`src/rtl/led_snake_if.sv`:
```
// Signal bundle between the snake animator and its controller/frame transmitter.
// The controller side drives the animation controls; the animator drives frames and status.
interface led_snake_if;
    logic        new_frames_set_rqst;
    logic        enable;
    logic        dir;
    logic        bounce;
    logic [23:0] color;
    logic [15:0] step_period;
    logic [23:0] frame_for_led0;
    logic [23:0] frame_for_led1;
    logic [23:0] frame_for_led2;
    logic [23:0] frame_for_led3;
    logic [23:0] frame_for_led4;
    logic [23:0] frame_for_led5;
    logic [23:0] frame_for_led6;
    logic [23:0] frame_for_led7;
    logic [2:0]  head_pos;
    logic        step_pulse;
    logic        running;

    modport master (
        output new_frames_set_rqst, enable, dir, bounce, color, step_period,
        input  frame_for_led0, frame_for_led1, frame_for_led2, frame_for_led3,
               frame_for_led4, frame_for_led5, frame_for_led6, frame_for_led7,
               head_pos, step_pulse, running
    );

    modport slave (
        input  new_frames_set_rqst, enable, dir, bounce, color, step_period,
        output frame_for_led0, frame_for_led1, frame_for_led2, frame_for_led3,
               frame_for_led4, frame_for_led5, frame_for_led6, frame_for_led7,
               head_pos, step_pulse, running
    );
endinterface

```
`src/rtl/led_snake_animator.sv`:
```
// Snake animation on an 8-LED stripe: full-colour head plus a dimming tail.
// State and frames only move on the transmitter's frame-set request, so a set is never torn.
module led_snake_animator #(
    parameter logic [2:0] TAIL_LEN = 3'd3
) (
    input  logic       clk,
    input  logic       rstn,
    led_snake_if.slave bus
);

    typedef enum logic {OFF, RUN} state_t;

    state_t      state_q, state_d;
    logic [2:0]  head_q, head_d;
    logic        dir_q, dir_d;
    logic [15:0] cnt_q, cnt_d;
    logic [15:0] period_m1;
    logic        step_q, step_d;
    logic        load, clear;
    logic [23:0] frame_q [8];
    logic [23:0] frame_d [8];

    // Per-byte shift keeps each channel independent: no carry between R, G and B.
    function automatic logic [23:0] dim(input logic [23:0] c, input logic [2:0] d);
        return {c[23:16] >> d, c[15:8] >> d, c[7:0] >> d};
    endfunction

    function automatic logic [23:0] pixel(input logic [2:0] idx, input logic [2:0] head,
                                          input logic rev, input logic [23:0] c);
        logic [2:0] d;
        d = rev ? (idx - head) : (head - idx);
        if (d == 3'd0)
            return c;
        else if (d <= TAIL_LEN)
            return dim(c, d);
        else
            return 24'd0;
    endfunction

    assign period_m1 = (bus.step_period == 16'd0) ? 16'd0 : bus.step_period - 16'd1;

    always_comb begin
        state_d = state_q;
        head_d  = head_q;
        dir_d   = dir_q;
        cnt_d   = cnt_q;
        step_d  = 1'b0;
        load    = 1'b0;
        clear   = 1'b0;
        if (bus.new_frames_set_rqst) begin
            unique case (state_q)
                OFF: begin
                    if (bus.enable) begin
                        state_d = RUN;
                        dir_d   = bus.dir;
                        head_d  = bus.dir ? 3'd7 : 3'd0;
                        cnt_d   = 16'd0;
                        load    = 1'b1;
                    end
                end
                RUN: begin
                    if (!bus.enable) begin
                        state_d = OFF;
                        head_d  = 3'd0;
                        cnt_d   = 16'd0;
                        clear   = 1'b1;
                    end else if (cnt_q >= period_m1) begin
                        // >= so a shortened period forces a step instead of waiting for a wrap
                        cnt_d  = 16'd0;
                        step_d = 1'b1;
                        load   = 1'b1;
                        if (!bus.bounce) begin
                            dir_d  = bus.dir;
                            head_d = bus.dir ? head_q - 3'd1 : head_q + 3'd1;
                        end else if (head_q == 3'd7 && !dir_q) begin
                            dir_d  = 1'b1;
                            head_d = 3'd6;
                        end else if (head_q == 3'd0 && dir_q) begin
                            dir_d  = 1'b0;
                            head_d = 3'd1;
                        end else begin
                            head_d = dir_q ? head_q - 3'd1 : head_q + 3'd1;
                        end
                    end else begin
                        cnt_d = cnt_q + 16'd1;
                    end
                end
                default: state_d = OFF;
            endcase
        end
        for (int i = 0; i < 8; i++) begin
            if (clear)
                frame_d[i] = 24'd0;
            else if (load)
                frame_d[i] = pixel(3'(i), head_d, dir_d, bus.color);
            else
                frame_d[i] = frame_q[i];
        end
    end

    always_ff @(posedge clk or negedge rstn) begin
        if (!rstn) begin
            state_q <= OFF;
            head_q  <= 3'd0;
            dir_q   <= 1'b0;
            cnt_q   <= 16'd0;
            step_q  <= 1'b0;
            for (int i = 0; i < 8; i++) frame_q[i] <= 24'd0;
        end else begin
            state_q <= state_d;
            head_q  <= head_d;
            dir_q   <= dir_d;
            cnt_q   <= cnt_d;
            step_q  <= step_d;
            for (int i = 0; i < 8; i++) frame_q[i] <= frame_d[i];
        end
    end

    assign bus.frame_for_led0 = frame_q[0];
    assign bus.frame_for_led1 = frame_q[1];
    assign bus.frame_for_led2 = frame_q[2];
    assign bus.frame_for_led3 = frame_q[3];
    assign bus.frame_for_led4 = frame_q[4];
    assign bus.frame_for_led5 = frame_q[5];
    assign bus.frame_for_led6 = frame_q[6];
    assign bus.frame_for_led7 = frame_q[7];
    assign bus.head_pos       = head_q;
    assign bus.step_pulse     = step_q;
    assign bus.running        = (state_q == RUN);

endmodule

```
`src/flat_wrapper.sv`:
```
// flat-port wrapper written by rule: the top's interface ports become plain ports
module led_snake_animator_flat 
#(
    parameter logic [2:0] TAIL_LEN = 3'd3
)
  (clk, rstn, bus_new_frames_set_rqst, bus_enable, bus_dir, bus_bounce, bus_color, bus_step_period, bus_frame_for_led0, bus_frame_for_led1, bus_frame_for_led2, bus_frame_for_led3, bus_frame_for_led4, bus_frame_for_led5, bus_frame_for_led6, bus_frame_for_led7, bus_head_pos, bus_step_pulse, bus_running);
  led_snake_if bus_i ();
  input  logic clk;
  input  logic rstn;
  input wire logic [$bits(bus_i.new_frames_set_rqst)-1:0] bus_new_frames_set_rqst;
  input wire logic [$bits(bus_i.enable)-1:0] bus_enable;
  input wire logic [$bits(bus_i.dir)-1:0] bus_dir;
  input wire logic [$bits(bus_i.bounce)-1:0] bus_bounce;
  input wire logic [$bits(bus_i.color)-1:0] bus_color;
  input wire logic [$bits(bus_i.step_period)-1:0] bus_step_period;
  output wire logic [$bits(bus_i.frame_for_led0)-1:0] bus_frame_for_led0;
  output wire logic [$bits(bus_i.frame_for_led1)-1:0] bus_frame_for_led1;
  output wire logic [$bits(bus_i.frame_for_led2)-1:0] bus_frame_for_led2;
  output wire logic [$bits(bus_i.frame_for_led3)-1:0] bus_frame_for_led3;
  output wire logic [$bits(bus_i.frame_for_led4)-1:0] bus_frame_for_led4;
  output wire logic [$bits(bus_i.frame_for_led5)-1:0] bus_frame_for_led5;
  output wire logic [$bits(bus_i.frame_for_led6)-1:0] bus_frame_for_led6;
  output wire logic [$bits(bus_i.frame_for_led7)-1:0] bus_frame_for_led7;
  output wire logic [$bits(bus_i.head_pos)-1:0] bus_head_pos;
  output wire logic [$bits(bus_i.step_pulse)-1:0] bus_step_pulse;
  output wire logic [$bits(bus_i.running)-1:0] bus_running;
  assign bus_i.new_frames_set_rqst = bus_new_frames_set_rqst;
  assign bus_i.enable = bus_enable;
  assign bus_i.dir = bus_dir;
  assign bus_i.bounce = bus_bounce;
  assign bus_i.color = bus_color;
  assign bus_i.step_period = bus_step_period;
  assign bus_frame_for_led0 = bus_i.frame_for_led0;
  assign bus_frame_for_led1 = bus_i.frame_for_led1;
  assign bus_frame_for_led2 = bus_i.frame_for_led2;
  assign bus_frame_for_led3 = bus_i.frame_for_led3;
  assign bus_frame_for_led4 = bus_i.frame_for_led4;
  assign bus_frame_for_led5 = bus_i.frame_for_led5;
  assign bus_frame_for_led6 = bus_i.frame_for_led6;
  assign bus_frame_for_led7 = bus_i.frame_for_led7;
  assign bus_head_pos = bus_i.head_pos;
  assign bus_step_pulse = bus_i.step_pulse;
  assign bus_running = bus_i.running;
  led_snake_animator #(.TAIL_LEN(TAIL_LEN)) u_core (.clk(clk), .rstn(rstn), .bus(bus_i));
endmodule
```
`config.mk`:
```
export PLATFORM = sky130hd
export DESIGN_NAME = led_snake_animator_flat
export DESIGN_NICKNAME = d
export VERILOG_FILES = /design/src/rtl/led_snake_if.sv /design/src/rtl/led_snake_animator.sv /design/src/flat_wrapper.sv
export SDC_FILE = /design/constraint.sdc
export NUM_CORES = 1
export LEC_CHECK = 0
export ABC_CLOCK_PERIOD_IN_PS = 5100
export BUFFER_PORTS_ARGS = -buffer_cell sky130_fd_sc_hd__buf_2
export CELL_PAD_IN_SITES_DETAIL_PLACEMENT = 1
export CELL_PAD_IN_SITES_GLOBAL_PLACEMENT = 1
export CORE_MARGIN = 3
export CORE_UTILIZATION = 43
export DETAILED_ROUTE_END_ITERATION = 16
export PLACE_DENSITY = 0.87
export SYNTH_ARGS = -nofsm -noshare
export SYNTH_HDL_FRONTEND = slang
export SYNTH_SLANG_ARGS = --single-unit
```
`constraint.sdc`:
```
create_clock -name clk -period 5.1 [get_ports clk]
set_input_delay 0.255 -clock clk [delete_from_list [all_inputs] [get_ports clk]]
set_output_delay 0.255 -clock clk [all_outputs]
set_load 0.005 [all_outputs]
```
==> impl_metrics.yaml, run 1 <==
sta:
  worstMarginPinSlew_ps: 932
  setup_viol: 0
  slew_violations: 0
  layout_min_cycle_time_ps: 4920
  fmaxAchievable_ghz: 0.203
  fin_crit_sh_pct: 96.4
  setup_tns_ps: 0
  relSlewSlack_pct: 37.9
  clock_skew_ps: 8.44
  hold_violations: 0
grt:
  antenna_found_initial: 6
  grt-ovfl-total: 0
  grtUsageTotal_pct: 31.4
  grt_max_degree: 114
  grt_pass1_wl_mm: 76.0
  grt_pass1_vias: 12973
clock_tree:
  cts.sinks: 214
  root_buffer: "clkbuf_16"
  cts_max_level: 1
  cts_tree: "yes"
  clk_latency_ps: 530
  cts_made_buffers: 24
  clk_pin_slew_ps: 60
  cts.path.max_buffers: 3
pwr:
  power_w: 0.00639
  powerDensity_nw_per_um2: 409
  p_leak_nw: 7.68
  ir_worst_vdd_mv: 0.243
drt:
  routed_via_density: 6.33
  vias: 12119
  wl_mm: 49.9
  drtAntennaViolNets: 0
  drc_errors: 0
  post_drt_wl_per_cell_um: 26.1
  firstDrtPassIters: 7
  dr.first_iter.drc_count: 1190
synth:
  syn_area_per_cell_um2: 9.78
  synthCells: 1243
  yosysWarnings: 0
  seq_area_frac_synth_pct: 44.1
  synthArstFlopShare_pct: 100
  synth-simple-area-share_pct: 15.0
  synth_top_family_by_area: "compound AO/OA/AOI/OAI gates"
  synth-seq-cells: 214
  synth_xor_area_share_pct: 1.70
  synth.distinct_cells: 73
  synth_compound_area_share_pct: 22.6
  syn_nets: 1316
  synthFlopType: "dfrtp_1"
  synthAdderAreaFrac_pct: 2.78
  synth.area.mux_share_pct: 9.32
  synth_area_um2: 12200
  synth-edff-count: 0
worst_setup_path:
  crit_type: "input pin to flop"
  path_max_fanout: 6
  crit_slowest_cell: "or4_4"
  path_delay_family: "simple AND/OR/NAND/NOR gates"
  worst-endpoint-required_ps: 5490
  worst_r2r_endpoint: "u_core.bus.frame_for_led2[11]"
  r2r_cells: 17
  end_kind: "flop"
  start_kind: "input pin"
  r2r_setup_slack_ps: 840
  worstPathArrival_ps: 5310
  worst-path-buf-inv: 3
  rr_startpoint: "u_core.cnt_q[14]"
  critPathMaxStageDelay_ps: 550
min_path:
  hold_path.class: "input pin to flop"
  hold_start: "bus_new_frames_set_rqst"
  holdPathEnd: "u_core.bus.running"
  whs_path_depth: 2
placement:
  dpl_cell_area_um2: 14700
  gp_congestion: 0.919
  io_buffers: 242
  dp_hpwl_mm: 33.6
  place_inst: 1861
floorplan:
  dieArea_um2: 30300
  die_h_um: 174
  start_util_pct: 44.4
  io_pins: 243
  die_x_um: 174
  rows: 60
  core_area_um2: 27400
run:
  max_cap_violations: 0
finish:
  syn2layout_area_growth_pct: 28.6
  fillerInstances: 3114
  final_cells: 1915
  finalNetCount: 1592
  fin_area_um2: 15600
  final_cell_mix: "248 x nand2_1, 241 x buf_2, 214 x dfrtp_1, 91 x buf_4, 82 x o221ai_1"
  layout_commonest_cell: "nand2_1"
  final_core_util_pct: 57.1
  drive_above_1_share_pct: 34.5
outcome:
  outcome: "finished, final reports clean"
[layout make-up]
cell class                      instances  area [um^2]  area share [%]
Antenna cell                            6         15.0          0.0960
Clock buffer                           32          661            4.23
Clock inverter                         12          185            1.18
Inverter                               23         86.3           0.552
Multi-Input combinational cell        907         6660            42.6
Sequential cell                       214         5360            34.2
Tap cell                              372          465            2.98
Timing Repair Buffer                  349         2200            14.1
[registers in the layout (all words and copies together), names as in the netlist]
register / cells
u_core.bus.frame_for_led6: 24
u_core.bus.running: 1
u_core.bus.frame_for_led4: 24
u_core.bus.head_pos: 3
u_core.bus.frame_for_led7: 24
u_core.bus.frame_for_led1: 24
u_core.bus.frame_for_led5: 24
u_core.bus.frame_for_led2: 24
u_core.dir_q: 1
u_core.bus.frame_for_led0: 24
u_core.bus.step_pulse: 1
u_core.bus.frame_for_led3: 24
u_core.cnt_q: 16
[cell usage after synthesis (20+ instances only)]
cell type  count  area, um^2
clkbuf_1      65         244
dfrtp_1      214        5360
ha_1          27         338
inv_1         20        75.1
mux2_2        52         586
mux2i_1       45         450
nand2_1      253         950
nor2_1        50         188
o21ai_0       85         425
o221ai_1      82         718
[worst max-delay path by stage]
stage | endpoint | cells past startpoint | start | slack (ps)
after floorplan | u_core.bus.frame_for_led2[18] | 24 | bus_step_period[8] | -220
after CTS | u_core.bus.frame_for_led1[17] | 22 | bus_step_period[8] | 60
final | u_core.bus.frame_for_led2[11] | 25 | bus_step_period[8] | 180
after detailed placement | u_core.bus.frame_for_led0[21] | 22 | bus_step_period[8] | -410
after global routing | u_core.bus.frame_for_led2[11] | 25 | bus_step_period[8] | -40
after global placement | u_core.bus.frame_for_led4[11] | 25 | bus_step_period[8] | -110
[kinds of logic (layout without fill, tap and decap cells)]
family / Yosys count / after routing
simple gates: 410 / 410
compound gates: 346 / 346
xor+xnor: 21 / 21
fa+ha+maj: 27 / 27
buf+inv: 122 / 416
flops: 214 / 214
other cells: 0 / 6
mux: 103 / 103
[where the power goes]
part	total (W)	internal (W)	leakage [nW]	switching, W
clock	0.00186	0.00112	0.399	0.000744
sequential	0.00226	0.00201	2.90	0.000250
combinational	0.00227	0.000984	4.38	0.00128
[through the flow]
step                      hold WS (ps)  worst slack [ps]
after floorplan                  -40.6              -219
after global placement             413              -114
after detailed placement           433              -411
after CTS                         80.9              63.7
after global routing               129             -40.9
final                             97.5               182
[timing repair]
| action | in CTS | in global routing |
|---|---|---|
| endpoints found under the setup margin | 0 | 155 |
| hold buffers | 1 | 0 |
| endpoints found under the hold margin | 101 | 0 |
| buffers inserted | 0 | 3 |
| resized for setup | 0 | 17 |
[layer usage]
layer | vias up | GRT usage (%) | share of wire [%]
met1 | 6041 | 39.4 | 39
met5 | - | 0 | 0
li1 | 5144 | - | -
met2 | 731 | 51.3 | 46
met4 | 0 | 15.8 | 5.7
met3 | 203 | 6.68 | 8.7
[worst register-to-register path, delay by kind of cell (launching register included)]
| family | cells | cell delay, ps |
|---|---|---|
| buffers and inverters | 2 | 350 |
| flip-flops | 1 | 450 |
| adder cells (fa/ha/maj) | 2 | 630 |
| AO/OA/AOI/OAI | 5 | 1140 |
| AND/OR/NAND/NOR | 8 | 1540 |
(Power assumes the default switching activity.)
==> inputs of run 2 (changes only) <==
--- a/config.mk
+++ b/config.mk
@@ -9,10 +9,12 @@
 export BUFFER_PORTS_ARGS = -buffer_cell sky130_fd_sc_hd__buf_2
 export CELL_PAD_IN_SITES_DETAIL_PLACEMENT = 1
 export CELL_PAD_IN_SITES_GLOBAL_PLACEMENT = 1
+export CORE_ASPECT_RATIO = 0.6
 export CORE_MARGIN = 3
 export CORE_UTILIZATION = 43
 export DETAILED_ROUTE_END_ITERATION = 16
 export PLACE_DENSITY = 0.87
+export SETUP_SLACK_MARGIN = 0.1
 export SYNTH_ARGS = -nofsm -noshare
 export SYNTH_HDL_FRONTEND = slang
 export SYNTH_SLANG_ARGS = --single-unit
==> impl_metrics.yaml, run 2 (same netlist as run 1, synthesis figures left out) <==
clock_tree:
  cts_max_level: 1
  cts.sinks: 214
  root_buffer: "clkbuf_16"
  cts.path.max_buffers: 3
  cts_tree: "yes"
  cts_made_buffers: 22
  clk_latency_ps: 530
  clk_pin_slew_ps: 60
sta:
  relSlewSlack_pct: 28.6
  clock_skew_ps: 13.1
  setup_viol: 0
  layout_min_cycle_time_ps: 4890
  rsz0062_at_grt: "yes"
  slew_violations: 0
  fin_crit_sh_pct: 95.8
  hold_violations: 0
  worstMarginPinSlew_ps: 1070
  fmaxAchievable_ghz: 0.205
  fin_ws_ps: 213
  setup_tns_ps: 0
  whs_ps: 130
grt:
  antenna_found_initial: 1
  grt_max_degree: 123
  grt_pass1_vias: 12626
  grtUsageTotal_pct: 32.5
  grt-ovfl-total: 0
  grt_pass1_wl_mm: 76.8
worst_setup_path:
  crit_type: "input pin to flop"
  path_max_fanout: 9
  end_kind: "flop"
  start_kind: "input pin"
  worst-endpoint-required_ps: 5500
  worstPathArrival_ps: 5290
finish:
  fillerInstances: 2997
  layout_commonest_cell: "nand2_1"
  syn2layout_area_growth_pct: 29.7
  final_core_util_pct: 58.2
  final_cell_mix: "247 x nand2_1, 242 x buf_2, 214 x dfrtp_1, 114 x buf_4, 76 x o221ai_1"
  finalNetCount: 1613
  drive_above_1_share_pct: 36.4
  fin_area_um2: 15800
drt:
  routed_via_density: 6.46
  vias: 12367
  dr.first_iter.drc_count: 1512
  drtAntennaViolNets: 0
  drc_errors: 0
  post_drt_wl_per_cell_um: 27.0
  wl_mm: 51.8
  firstDrtPassIters: 5
outcome:
  outcome: "finished, final reports clean"
floorplan:
  start_util_pct: 44.8
  rows: 46
  io_pins: 243
  die_x_um: 223
  core_area_um2: 27100
  die_h_um: 136
  dieArea_um2: 30400
placement:
  dpl_cell_area_um2: 14800
  io_buffers: 242
  dp_hpwl_mm: 36.5
  gp_congestion: 0.915
  dp_slack_ps: -402
pwr:
  p_leak_nw: 7.78
  powerDensity_nw_per_um2: 410
  ir_worst_vdd_mv: 0.224
run:
  max_cap_violations: 0
min_path:
  hold_path.class: "input pin to flop"
==> run 2: changes by cell type in the layout (fill, tap and decap cells not counted), sizes merged <==
cell	change
diode	-5
clkinvlp	-3
clkbuf	-2
buf	+21
==> run 2: critical path, cell delays in order <==
cell and delay [ps]:
buf_2 110, or4_4 550, nor4_4 180, nand2b_1 140, nor2_2 140, nand2_1 80, xnor2_1 140, nand2_1 70
ha_1 280, and4_1 240, nand4_1 130, or4_4 440, and3_4 190, buf_4 150, a31oi_4 170, nand2_4 90
ha_4 260, nor2_2 110, and4_4 260, nor3_4 60, buf_12 150, buf_4 130, clkbuf_16 150, a211o_1 270
a32oi_2 280, buf_4 180, o21ai_1 70
==> run 2: worst paths after layout <==
kind / startpoint / endpoint / slack (ps) / cells after the start
min reg2reg: u_core.bus.frame_for_led7[7] / u_core.bus.frame_for_led7[7] / 480 / 2
min in group asynchronous: rstn / u_core.bus.frame_for_led0[23] / 430 / 2
max reg2reg: u_core.cnt_q[13] / u_core.bus.frame_for_led2[11] / 880 / 19
min: bus_color[9] / u_core.bus.frame_for_led5[9] / 130 / 2
max: bus_step_period[7] / u_core.bus.frame_for_led2[11] / 210 / 27
max in group asynchronous: rstn / u_core.bus.frame_for_led7[3] / 3220 / 3
==> run 2: where the power goes <==
part	internal (W)	switching, W	total (W)	leakage (nW)
clock network	0.00108	0.000718	0.00179	0.386
logic	0.00106	0.00134	0.00240	4.49
registers	0.00201	0.000261	0.00227	2.90
total	0.00414	0.00232	0.00647	7.78
==> run 2: layout make-up <==
type                            count  area (um^2)  area share (%)
Tap cell                          360          450            2.86
Timing Repair Buffer              372         2360            15.0
Antenna cell                        1         2.50          0.0159
Sequential cell                   214         5360            34.0
Multi-Input combinational cell    907         6730            42.7
Clock inverter                      9          148           0.936
Clock buffer                       28          634            4.02
Inverter                           23         86.3           0.547
==> run 2: metrics by stage <==
step	instances	total power [W]
floorplan	1243	0.00340
global placement	1869	0.00441
detailed placement	1869	0.00452
CTS	1907	0.00634
global route	1914	0.00672
finish	1914	0.00647
==> run 2: layer usage <==
layer  routed length [um]  GRT usage, %
met1                22100          46.3
met2                22400          47.9
met3                 5960          10.4
met4                 1210          8.11
met5                  100          2.42
==> run 2: repair_timing <==
action,CTS,global route
setup buffers,0,3
endpoints found under the hold margin,80,0
hold buffers,1,0
resized for setup,0,21
setup endpoints to repair,0,115
==> inputs of run 3 (changes only) <==
--- a/config.mk
+++ b/config.mk
@@ -5,15 +5,16 @@
 export SDC_FILE = /design/constraint.sdc
 export NUM_CORES = 1
 export LEC_CHECK = 0
+export ABC_AREA = 1
 export ABC_CLOCK_PERIOD_IN_PS = 5100
 export BUFFER_PORTS_ARGS = -buffer_cell sky130_fd_sc_hd__buf_2
 export CELL_PAD_IN_SITES_DETAIL_PLACEMENT = 1
 export CELL_PAD_IN_SITES_GLOBAL_PLACEMENT = 1
 export CORE_ASPECT_RATIO = 0.6
 export CORE_MARGIN = 3
-export CORE_UTILIZATION = 43
+export CORE_UTILIZATION = 40
 export DETAILED_ROUTE_END_ITERATION = 16
-export PLACE_DENSITY = 0.87
+export PLACE_DENSITY = 0.88
 export SETUP_SLACK_MARGIN = 0.1
 export SYNTH_ARGS = -nofsm -noshare
 export SYNTH_HDL_FRONTEND = slang
==> impl_metrics.yaml, run 3 <==
sta:
  fin_crit_sh_pct: 89.8
  setup_tns_ps: 0
  hold_violations: 0
  slew_violations: 0
  relSlewSlack_pct: 36.3
  whs_ps: 106
  rsz0062_at_grt: "no"
  setup_viol: 0
  fmaxAchievable_ghz: 0.218
  clock_skew_ps: 16.7
  layout_min_cycle_time_ps: 4580
  worstMarginPinSlew_ps: 956
synth:
  yosysWarnings: 0
  synthCells: 1958
  syn_nets: 2031
  synth.most_common_cell: "nand2_1"
  syn_area_per_cell_um2: 6.63
  synth_area_um2: 13000
  synth-seq-cells: 214
  synthFlopType: "dfrtp_1"
  synthArstFlopShare_pct: 100
  synth_commonest_cells: "938 x nand2_1, 225 x nand3_1, 214 x dfrtp_1"
  synth-edff-count: 0
  synth_top_area_share_pct: 41.2
  synth_largest_area_cell: "dfrtp_1"
  synth.distinct_cells: 36
  synth.area.top_cells: "dfrtp_1 41%, nand2_1 27%, nand3_1 8.7%"
  seq_area_frac_synth_pct: 41.2
placement:
  dpl_cell_area_um2: 14600
  io_buffers: 242
  gp_congestion: 0.982
  dp_hpwl_mm: 42.8
clock_tree:
  cts_made_buffers: 23
  clk_latency_ps: 530
  cts_tree: "yes"
  cts_max_level: 1
  root_buffer: "clkbuf_16"
  clk_pin_slew_ps: 60
  cts.path.max_buffers: 3
  cts.sinks: 214
worst_setup_path:
  path_delay_family: "simple AND/OR/NAND/NOR gates"
  worst-path-buf-inv: 4
  worst-endpoint-required_ps: 5510
  worstPathArrival_ps: 4980
  start_kind: "input pin"
  cp_num_cells: 28
  path_max_fanout: 19
  rr_startpoint: "u_core.cnt_q[7]"
  r2r_cells: 21
  cp-startpoint: "bus_step_period[5]"
  crit_slowest_cell: "ha_1"
  crit_type: "input pin to flop"
  critPathMaxStageDelay_ps: 420
  end_kind: "flop"
  crit_top_cell: "nand2_1"
finish:
  layout_commonest_cell: "nand2_1"
  syn2layout_area_growth_pct: 18.6
  fin_area_um2: 15400
  antenna_cells: 0
  final_core_util_pct: 48.8
  final_cell_mix: "937 x nand2_1, 241 x buf_2, 225 x nand3_1, 214 x dfrtp_1, 186 x inv_1"
  finalNetCount: 2240
  drive_above_1_share_pct: 16.2
drt:
  post_drt_wl_per_cell_um: 21.7
  drc_errors: 0
  vias: 14207
  routed_via_density: 5.47
  wl_mm: 56.4
  firstDrtPassIters: 5
  dr.first_iter.drc_count: 1263
  drtAntennaViolNets: 0
floorplan:
  die_h_um: 146
  core_area_um2: 31600
  die_x_um: 239
  dieArea_um2: 34700
  rows: 50
  start_util_pct: 41.1
  io_pins: 243
pwr:
  ir_worst_vdd_mv: 0.235
  power_frac_comb_pct: 37.4
  powerDensity_nw_per_um2: 433
  p_leak_nw: 9.69
  p_switching_w: 0.00270
  power_frac_clock_pct: 26.5
  p_int_w: 0.00398
  swShare_pct: 40.4
  seqPwrFrac_pct: 36.1
  power_w: 0.00667
min_path:
  hold_start: "bus_new_frames_set_rqst"
  hold_path.class: "input pin to flop"
  whs_path_depth: 3
grt:
  grt-ovfl-total: 0
  grtUsageTotal_pct: 32.0
  grt_max_degree: 110
  grt_pass1_wl_mm: 86.6
  grt_pass1_vias: 14437
  antenna_found_initial: 1
outcome:
  outcome: "finished, final reports clean"
run:
  max_cap_violations: 0
## run 3: cell families after synthesis
| group | count (synthesis) | share of synthesized area (%) |
|---|---|---|
| adders and majority gates | 27 | 2.60 |
| AOI/OAI and AO/OA | 173 | 7.09 |
| xor gates and xnor gates | 15 | 1.01 |
| and+or+nand+nor | 1243 | 39.1 |
| DFF | 214 | 41.2 |
| buffers and inverters | 286 | 8.98 |
## run 3: metrics by stage
step                      setup slack [ps]  std cells
after CTS                              513       2598
after floorplan                        939       1958
after detailed placement             -8.02       2557
after global placement                 198       2557
final                                  522       2598
after global routing                   164       2598
## run 3: final timing paths
kind	to	slack [ps]
worst max-delay path	u_core.bus.frame_for_led5[17]	520
worst min-delay path	u_core.bus.running	110
worst max register to register	u_core.bus.frame_for_led5[17]	1440
worst min register to register	u_core.bus.frame_for_led1[23]	470
max in group asynchronous	u_core.bus.frame_for_led1[7]	3580
min in group asynchronous	u_core.cnt_q[5]	360
## run 3: cell type report
type	count	area, um^2
Tap cell	416	520
Sequential cell	214	5360
Inverter	190	713
Multi-Input combinational cell	1458	6480
Timing Repair Buffer	280	1560
Clock inverter	8	121
Clock buffer	32	649
Fill cell	4209	16200
## run 3: worst reg2reg max path: cells and delay by family (launching register included)
family / cells / cell delay [ps]
fa+ha+maj: 2 / 770
buf+inv: 2 / 150
flops: 1 / 440
simple gates: 17 / 2190
## run 3: repair_timing
item,in CTS,in global routing
resized for setup,0,2
hold endpoints to repair,105,0
setup buffers,0,0
setup endpoints to repair,0,31
hold buffers,1,0
## run 3: per-layer routing
metal	global-route usage, %	vias up	share of wire [%]
li1	-	6531	-
met4	6.91	2	2.2
met5	0	-	0.027
met2	48.0	567	43
met3	9.38	86	9.4
met1	45.9	7021	45
## run 3: power groups by stage
stage | Sequential (W) | Combinational, W | Clock, W
6_report | 0.00241 | 0.00250 | 0.00177
5_1_grt | 0.00245 | 0.00278 | 0.00187
4_1_cts | 0.00240 | 0.00248 | 0.00180
3_5_place_dp | 0.00242 | 0.00246 | 0
3_3_place_gp | 0.00242 | 0.00237 | 0
2_1_floorplan | 0.00239 | 0.00132 | 0
